File: src/rtl/ysyx_issue_pkg.sv
// Shared types and constants for the issue controller.
//   issue_state_t : serialisation FSM states (RUN=0, DRAIN=1, SERIAL=2)
//   ISSUE_CNT_W   : width of the in-flight counter
package ysyx_issue_pkg;

  localparam int unsigned ISSUE_CNT_W = 4;

  typedef enum logic [1:0] {
    IS_RUN    = 2'd0,
    IS_DRAIN  = 2'd1,
    IS_SERIAL = 2'd2
  } issue_state_t;

endpackage

File: src/rtl/ysyx_issue_scoreboard.sv
// Register busy scoreboard for the issue controller.
//   clock, reset    : clock and asynchronous active-low reset
//   flush           : clears every busy bit next cycle (highest priority)
//   set_en/set_idx  : mark a destination busy on issue
//   clr_en/clr_idx  : release a destination on writeback (set wins on same index)
//   rs1/rs2/rd_idx  : combinational lookups of the registered busy bits
//   busy_map        : full busy vector, bit 0 hard-wired to 0
module ysyx_issue_scoreboard #(
  parameter int unsigned REG_LEN = 4
) (
  input  logic                  clock,
  input  logic                  reset,
  input  logic                  flush,
  input  logic                  set_en,
  input  logic [REG_LEN-1:0]    set_idx,
  input  logic                  clr_en,
  input  logic [REG_LEN-1:0]    clr_idx,
  input  logic [REG_LEN-1:0]    rs1_idx,
  input  logic [REG_LEN-1:0]    rs2_idx,
  input  logic [REG_LEN-1:0]    rd_idx,
  output logic                  rs1_busy,
  output logic                  rs2_busy,
  output logic                  rd_busy,
  output logic [2**REG_LEN-1:0] busy_map
);

  localparam int unsigned NumRegs = 2 ** REG_LEN;

  logic [NumRegs-1:0] busy_q, busy_d;

  always_comb begin
    busy_d = busy_q;
    if (clr_en) busy_d[clr_idx] = 1'b0;
    // Applied after the clear so a same-cycle set of the same index wins.
    if (set_en) busy_d[set_idx] = 1'b1;
    if (flush) busy_d = '0;
    busy_d[0] = 1'b0;
  end

  always_ff @(posedge clock or negedge reset) begin
    if (!reset) begin
      busy_q <= '0;
    end else begin
      busy_q <= busy_d;
    end
  end

  // Bit 0 is never set, so lookups of x0 read as free without an explicit index check.
  assign rs1_busy = busy_q[rs1_idx];
  assign rs2_busy = busy_q[rs2_idx];
  assign rd_busy  = busy_q[rd_idx];
  assign busy_map = busy_q;

endmodule

File: src/rtl/ysyx_issue_ctrl.sv
// Issue controller between decode and execute.
// Gates decoded instructions onto the execute bus using a register scoreboard
// (RAW/WAW), an in-flight counter and a serialisation FSM that drains the
// pipeline before system-class instructions and holds issue until they retire.
//   clock, reset                 : clock and asynchronous active-low reset
//   in_valid/in_ready + fields   : decoded instruction from decode
//   out_valid/out_ready          : zero-latency handshake to execute
//   wb_valid/wb_rd               : writeback releases a busy register
//   cmt_valid                    : one instruction retires
//   flush                        : redirect/trap, clears all bookkeeping
//   busy_map, inflight, state    : debug visibility of internal state
module ysyx_issue_ctrl
  import ysyx_issue_pkg::*;
#(
  parameter int unsigned REG_LEN      = 4,
  parameter int unsigned MAX_INFLIGHT = 4
) (
  input  logic                   clock,
  input  logic                   reset,
  input  logic                   in_valid,
  output logic                   in_ready,
  input  logic [REG_LEN-1:0]     in_rs1,
  input  logic [REG_LEN-1:0]     in_rs2,
  input  logic                   in_use_rs1,
  input  logic                   in_use_rs2,
  input  logic [REG_LEN-1:0]     in_rd,
  input  logic                   in_serial,
  output logic                   out_valid,
  input  logic                   out_ready,
  input  logic                   wb_valid,
  input  logic [REG_LEN-1:0]     wb_rd,
  input  logic                   cmt_valid,
  input  logic                   flush,
  output logic [2**REG_LEN-1:0]  busy_map,
  output logic [ISSUE_CNT_W-1:0] inflight,
  output logic [1:0]             state
);

  issue_state_t           state_q, state_d;
  logic [ISSUE_CNT_W-1:0] inflight_q, inflight_d;

  logic rs1_busy, rs2_busy, rd_busy;
  logic hazard, cnt_zero, has_room, issue_ok, fire, cmt_eff;

  ysyx_issue_scoreboard #(
    .REG_LEN (REG_LEN)
  ) u_scoreboard (
    .clock    (clock),
    .reset    (reset),
    .flush    (flush),
    .set_en   (fire && (in_rd != '0)),
    .set_idx  (in_rd),
    .clr_en   (wb_valid && (wb_rd != '0)),
    .clr_idx  (wb_rd),
    .rs1_idx  (in_rs1),
    .rs2_idx  (in_rs2),
    .rd_idx   (in_rd),
    .rs1_busy (rs1_busy),
    .rs2_busy (rs2_busy),
    .rd_busy  (rd_busy),
    .busy_map (busy_map)
  );

  assign hazard   = (in_use_rs1 && rs1_busy) || (in_use_rs2 && rs2_busy) || rd_busy;
  assign cnt_zero = (inflight_q == '0);
  assign has_room = (inflight_q < ISSUE_CNT_W'(MAX_INFLIGHT));

  // Reset is folded in so the handshake is quiet while reset is held low.
  assign issue_ok = reset && (state_q == IS_RUN) && !hazard && has_room &&
                    (!in_serial || cnt_zero) && !flush;

  assign out_valid = in_valid && issue_ok;
  assign in_ready  = out_ready && issue_ok;
  assign fire      = out_valid && out_ready;
  // A retire with nothing in flight is dropped rather than wrapping the counter.
  assign cmt_eff   = cmt_valid && !cnt_zero;

  always_comb begin
    inflight_d = inflight_q;
    if (fire && !cmt_eff) begin
      inflight_d = inflight_q + ISSUE_CNT_W'(1);
    end else if (!fire && cmt_eff) begin
      inflight_d = inflight_q - ISSUE_CNT_W'(1);
    end
    if (flush) inflight_d = '0;
  end

  always_comb begin
    state_d = state_q;
    unique case (state_q)
      IS_RUN: begin
        if (fire && in_serial) begin
          state_d = IS_SERIAL;
        end else if (in_valid && in_serial && !cnt_zero) begin
          state_d = IS_DRAIN;
        end
      end
      IS_DRAIN: begin
        if (cnt_zero || (cmt_valid && (inflight_q == ISSUE_CNT_W'(1)))) state_d = IS_RUN;
      end
      IS_SERIAL: begin
        if (cmt_valid) state_d = IS_RUN;
      end
      default: state_d = IS_RUN;
    endcase
    if (flush) state_d = IS_RUN;
  end

  always_ff @(posedge clock or negedge reset) begin
    if (!reset) begin
      state_q    <= IS_RUN;
      inflight_q <= '0;
    end else begin
      state_q    <= state_d;
      inflight_q <= inflight_d;
    end
  end

  assign inflight = inflight_q;
  assign state    = state_q;

  cmt_underflow: assert property (@(posedge clock) disable iff (!reset)
    (cmt_valid && !flush) |-> !cnt_zero)
    else $error("cmt_valid asserted with no instruction in flight");

endmodule

File: config.mk
export PLATFORM = sky130hd
export DESIGN_NAME = ysyx_issue_ctrl
export DESIGN_NICKNAME = d
export VERILOG_FILES = /design/src/rtl/ysyx_issue_pkg.sv /design/src/rtl/ysyx_issue_scoreboard.sv /design/src/rtl/ysyx_issue_ctrl.sv
export SDC_FILE = /design/constraint.sdc
export NUM_CORES = 1
export LEC_CHECK = 0
export CAP_MARGIN = 0
export CORE_MARGIN = 3
export CORE_UTILIZATION = 48
export CTS_BUF_LIST = sky130_fd_sc_hd__clkbuf_8
export CTS_CLUSTER_DIAMETER = 30
export CTS_CLUSTER_SIZE = 8
export DETAILED_ROUTE_END_ITERATION = 10
export PLACE_DENSITY = 0.88
export SLEW_MARGIN = 20
export SYNTH_ARGS = -nofsm -noshare
export SYNTH_HDL_FRONTEND = slang
export SYNTH_SLANG_ARGS = --single-unit
File: constraint.sdc
create_clock -name clock -period 3.7 [get_ports clock]
set_clock_uncertainty 0.2 [all_clocks]
set_input_delay 0.74 -clock clock [delete_from_list [all_inputs] [get_ports clock]]
set_output_delay 0.74 -clock clock [all_outputs]
set_load 0.02 [all_outputs]
==> impl_metrics.env <==
export IMPL_grt_setup_unrepaired="no"
export IMPL_placed_area_um2=2270
export IMPL_status="finished clean"
export IMPL_yosys_cell_count_top_type="dfrtp_1"
export IMPL_syn_to_final_growth_pct=44.7
export IMPL_regArea_um2=526
export IMPL_design_area_um2=2320
export IMPL_h_tree_depth=1
export IMPL_dp_hpwl_um=3820
export IMPL_multi_input_area_um2=1030
export IMPL_synth_seq_cells=21
export IMPL_die_h_um=63.9
export IMPL_clock_path_buffers=2
export IMPL_cts_buffers=3
export IMPL_crit_chain="dlygate4sd2_1 > mux4_1 > mux2_2 > nand3_1 > and4b_1 > and3_4 > and2_1 > buf_2"
export IMPL_synth_nets=205
export IMPL_first_global_vias=1618
export IMPL_p_leak_nw=0.989
export IMPL_synthesis_area_um2=1610
export IMPL_clkSinkCount=21
export IMPL_antenna_cells=0
export IMPL_design_core_area_um2=3130
export IMPL_avgSynthCellArea_um2=9.13
export IMPL_worstPathMaxFanout=3
export IMPL_nets=273
export IMPL_die_x_um=63.9
export IMPL_irDropWorstVdd_mv=0.251
export IMPL_hold_viol=0
export IMPL_antenna_found_initial=0
export IMPL_yosys_area_top_type="dfrtp_1"
export IMPL_synth_edf_count=0
export IMPL_via_per_inst=6.18
export IMPL_ys_seq_area_share_pct=32.7
export IMPL_dieArea_um2=4080
export IMPL_drv_cap=0
export IMPL_yosysTopAreaCellShare_pct=32.7
export IMPL_postSynthCellCount=176
export IMPL_drt_initial_drc_count=192
export IMPL_insertion_delay_ps=260
export IMPL_overflow=0
export IMPL_setup_violations=0
export IMPL_p_per_area_nw_per_um2=295
export IMPL_portBuffers=48
export IMPL_arrival_ps=2690
export IMPL_drc=0
export IMPL_first_pass_iters=5
export IMPL_grt_use_total_pct=24.8
export IMPL_timing_final_crit_share_pct=98.2
export IMPL_cts_tree="done"
export IMPL_synth_main_ff_cell="dfrtp_1"
export IMPL_routed_wl_um=5200
export IMPL_max_stage_delay_ps=580
export IMPL_fmax_mhz=275
export IMPL_place_congestion=0.839
export IMPL_crit_path_start_kind="primary input"
export IMPL_slew_violations=0
export IMPL_worstSetupEndpointType="output port"
export IMPL_synth_area_top_cells="dfrtp_1 (33%), nand4_1 (6.6%), mux2i_1 (6.2%)"
export IMPL_grt_pass1_wl_um=7900
export IMPL_vias=1775
export IMPL_reg2reg_slack_ps=1030
export IMPL_netlist_top_cells_count="dfrtp_1 (21), a21oi_1 (19), nand4_1 (17)"
export IMPL_hp_class="flop to flop"
export IMPL_drive_above_1_share_pct=18.9
export IMPL_period_needed_ps=3630
export IMPL_cts_hold_buf=0
export IMPL_fillers=219
export IMPL_required_ps=2760
export IMPL_yosys_warnings=0
export IMPL_clk_pin_slew_ps=70
export IMPL_initial_core_util_pct=51.4
export IMPL_io_pin_count=50
export IMPL_worst_slew_pin_slew_ps=533
export IMPL_crit_type="primary input to output port"
export IMPL_grt_start_max_net_pins=23
export IMPL_root_buffer="clkbuf_8"
export IMPL_ys_async_sr_fraction_pct=100
export IMPL_ant_nets=0
export IMPL_routedWlPerCell_um=18.1
export IMPL_setup_slack_ps=65.6
export IMPL_post_place_ws_ps=-611
export IMPL_slowest_stage="mux4_1"
export IMPL_rows=20
export IMPL_postCtsSetupBuffers=0
export IMPL_slew_limit_headroom_pct=64.5
export IMPL_synth_cell_types=44
## critical path, delay by kind of cell
family	cells	cell delay (ps)
multiplexers	2	870
AND/OR/NAND/NOR	4	640
buffers and inverters	2	450
## final timing paths
| check | endpoint | cells after the start | from |
|---|---|---|---|
| setup / recovery | in_ready | 8 | in_rs1[1] |
| hold / removal | state[0] | 1 | state[1] |
| min in group asynchronous | u_scoreboard.busy_map[14] | 2 | reset |
| hold reg to reg | state[0] | 1 | state[1] |
| setup reg to reg | u_scoreboard.busy_map[2] | 8 | u_scoreboard.busy_map[9] |
| max in group asynchronous | state[1] | 2 | reset |
## through the flow
stage                     hold slack, ps  utilization [%]  power, mW  TNS [ps]  cells
final                                291             74.3      0.686         0    287
after CTS                            293             74.2      0.687         0    287
after global routing                 324             74.3      0.724         0    287
after global placement               273             72.6      0.534     -1080    283
after floorplan                      244                -      0.427         0    176
after detailed placement             283             72.6      0.542     -1220    283
## kinds of logic after synthesis
family | count (synthesis) | synth area share (%)
xor gates and xnor gates | 2 | 1.09
AOI/OAI and AO/OA | 46 | 16.4
and+or+nand+nor | 69 | 25.3
buffers and inverters | 14 | 4.67
other | 1 | 0.233
DFF | 21 | 32.7
adders and majority gates | 3 | 2.34
muxes | 20 | 17.2
## final cells by class
cell class                 instances  area share [%]
tap                               44            2.37
clock inverter                     1           0.161
clock buffer                       3            1.78
inverter                           4           0.646
sequential                        21            22.6
timing repair buffer              73            28.2
multi-input combinational        141            44.2
## sequential cells by signal (all words and copies together), names as in the netlist
register,cells
inflight,4
u_scoreboard.busy_map,15
state,2
## power by group
group / leakage [nW] / switching, mW / total (mW) / internal (mW)
combinational: 0.671 / 0.146 / 0.279 / 0.134
clock: 0.0269 / 0.0702 / 0.144 / 0.0739
sequential: 0.291 / 0.0183 / 0.262 / 0.244
## repair_timing
action,4_1_cts,5_1_grt
pin swaps,0,1
setup endpoints to repair,2,2
gates resized for setup,10,5
## metal layers
metal,GRT usage [%],share of wire (%),vias up
met4,11.1,3.0,0
met2,40.6,48,121
li1,-,-,806
met5,0,0,-
met3,3.87,8.3,16
met1,32.0,41,832
## layout by cell type (no fill, tap or decap), drive strengths merged, types with 6 or more instances in the layout
cell           instances
dfrtp                 21
o21ai                 17
clkdlybuf4s50         44
nand2                  8
nor2                   8
nand3                  7
a21oi                 19
buf                   27
and2                   6
mux2i                 10
nor2b                  6
nand4                 18
Note: power is estimated with default switching activity, not from simulation.
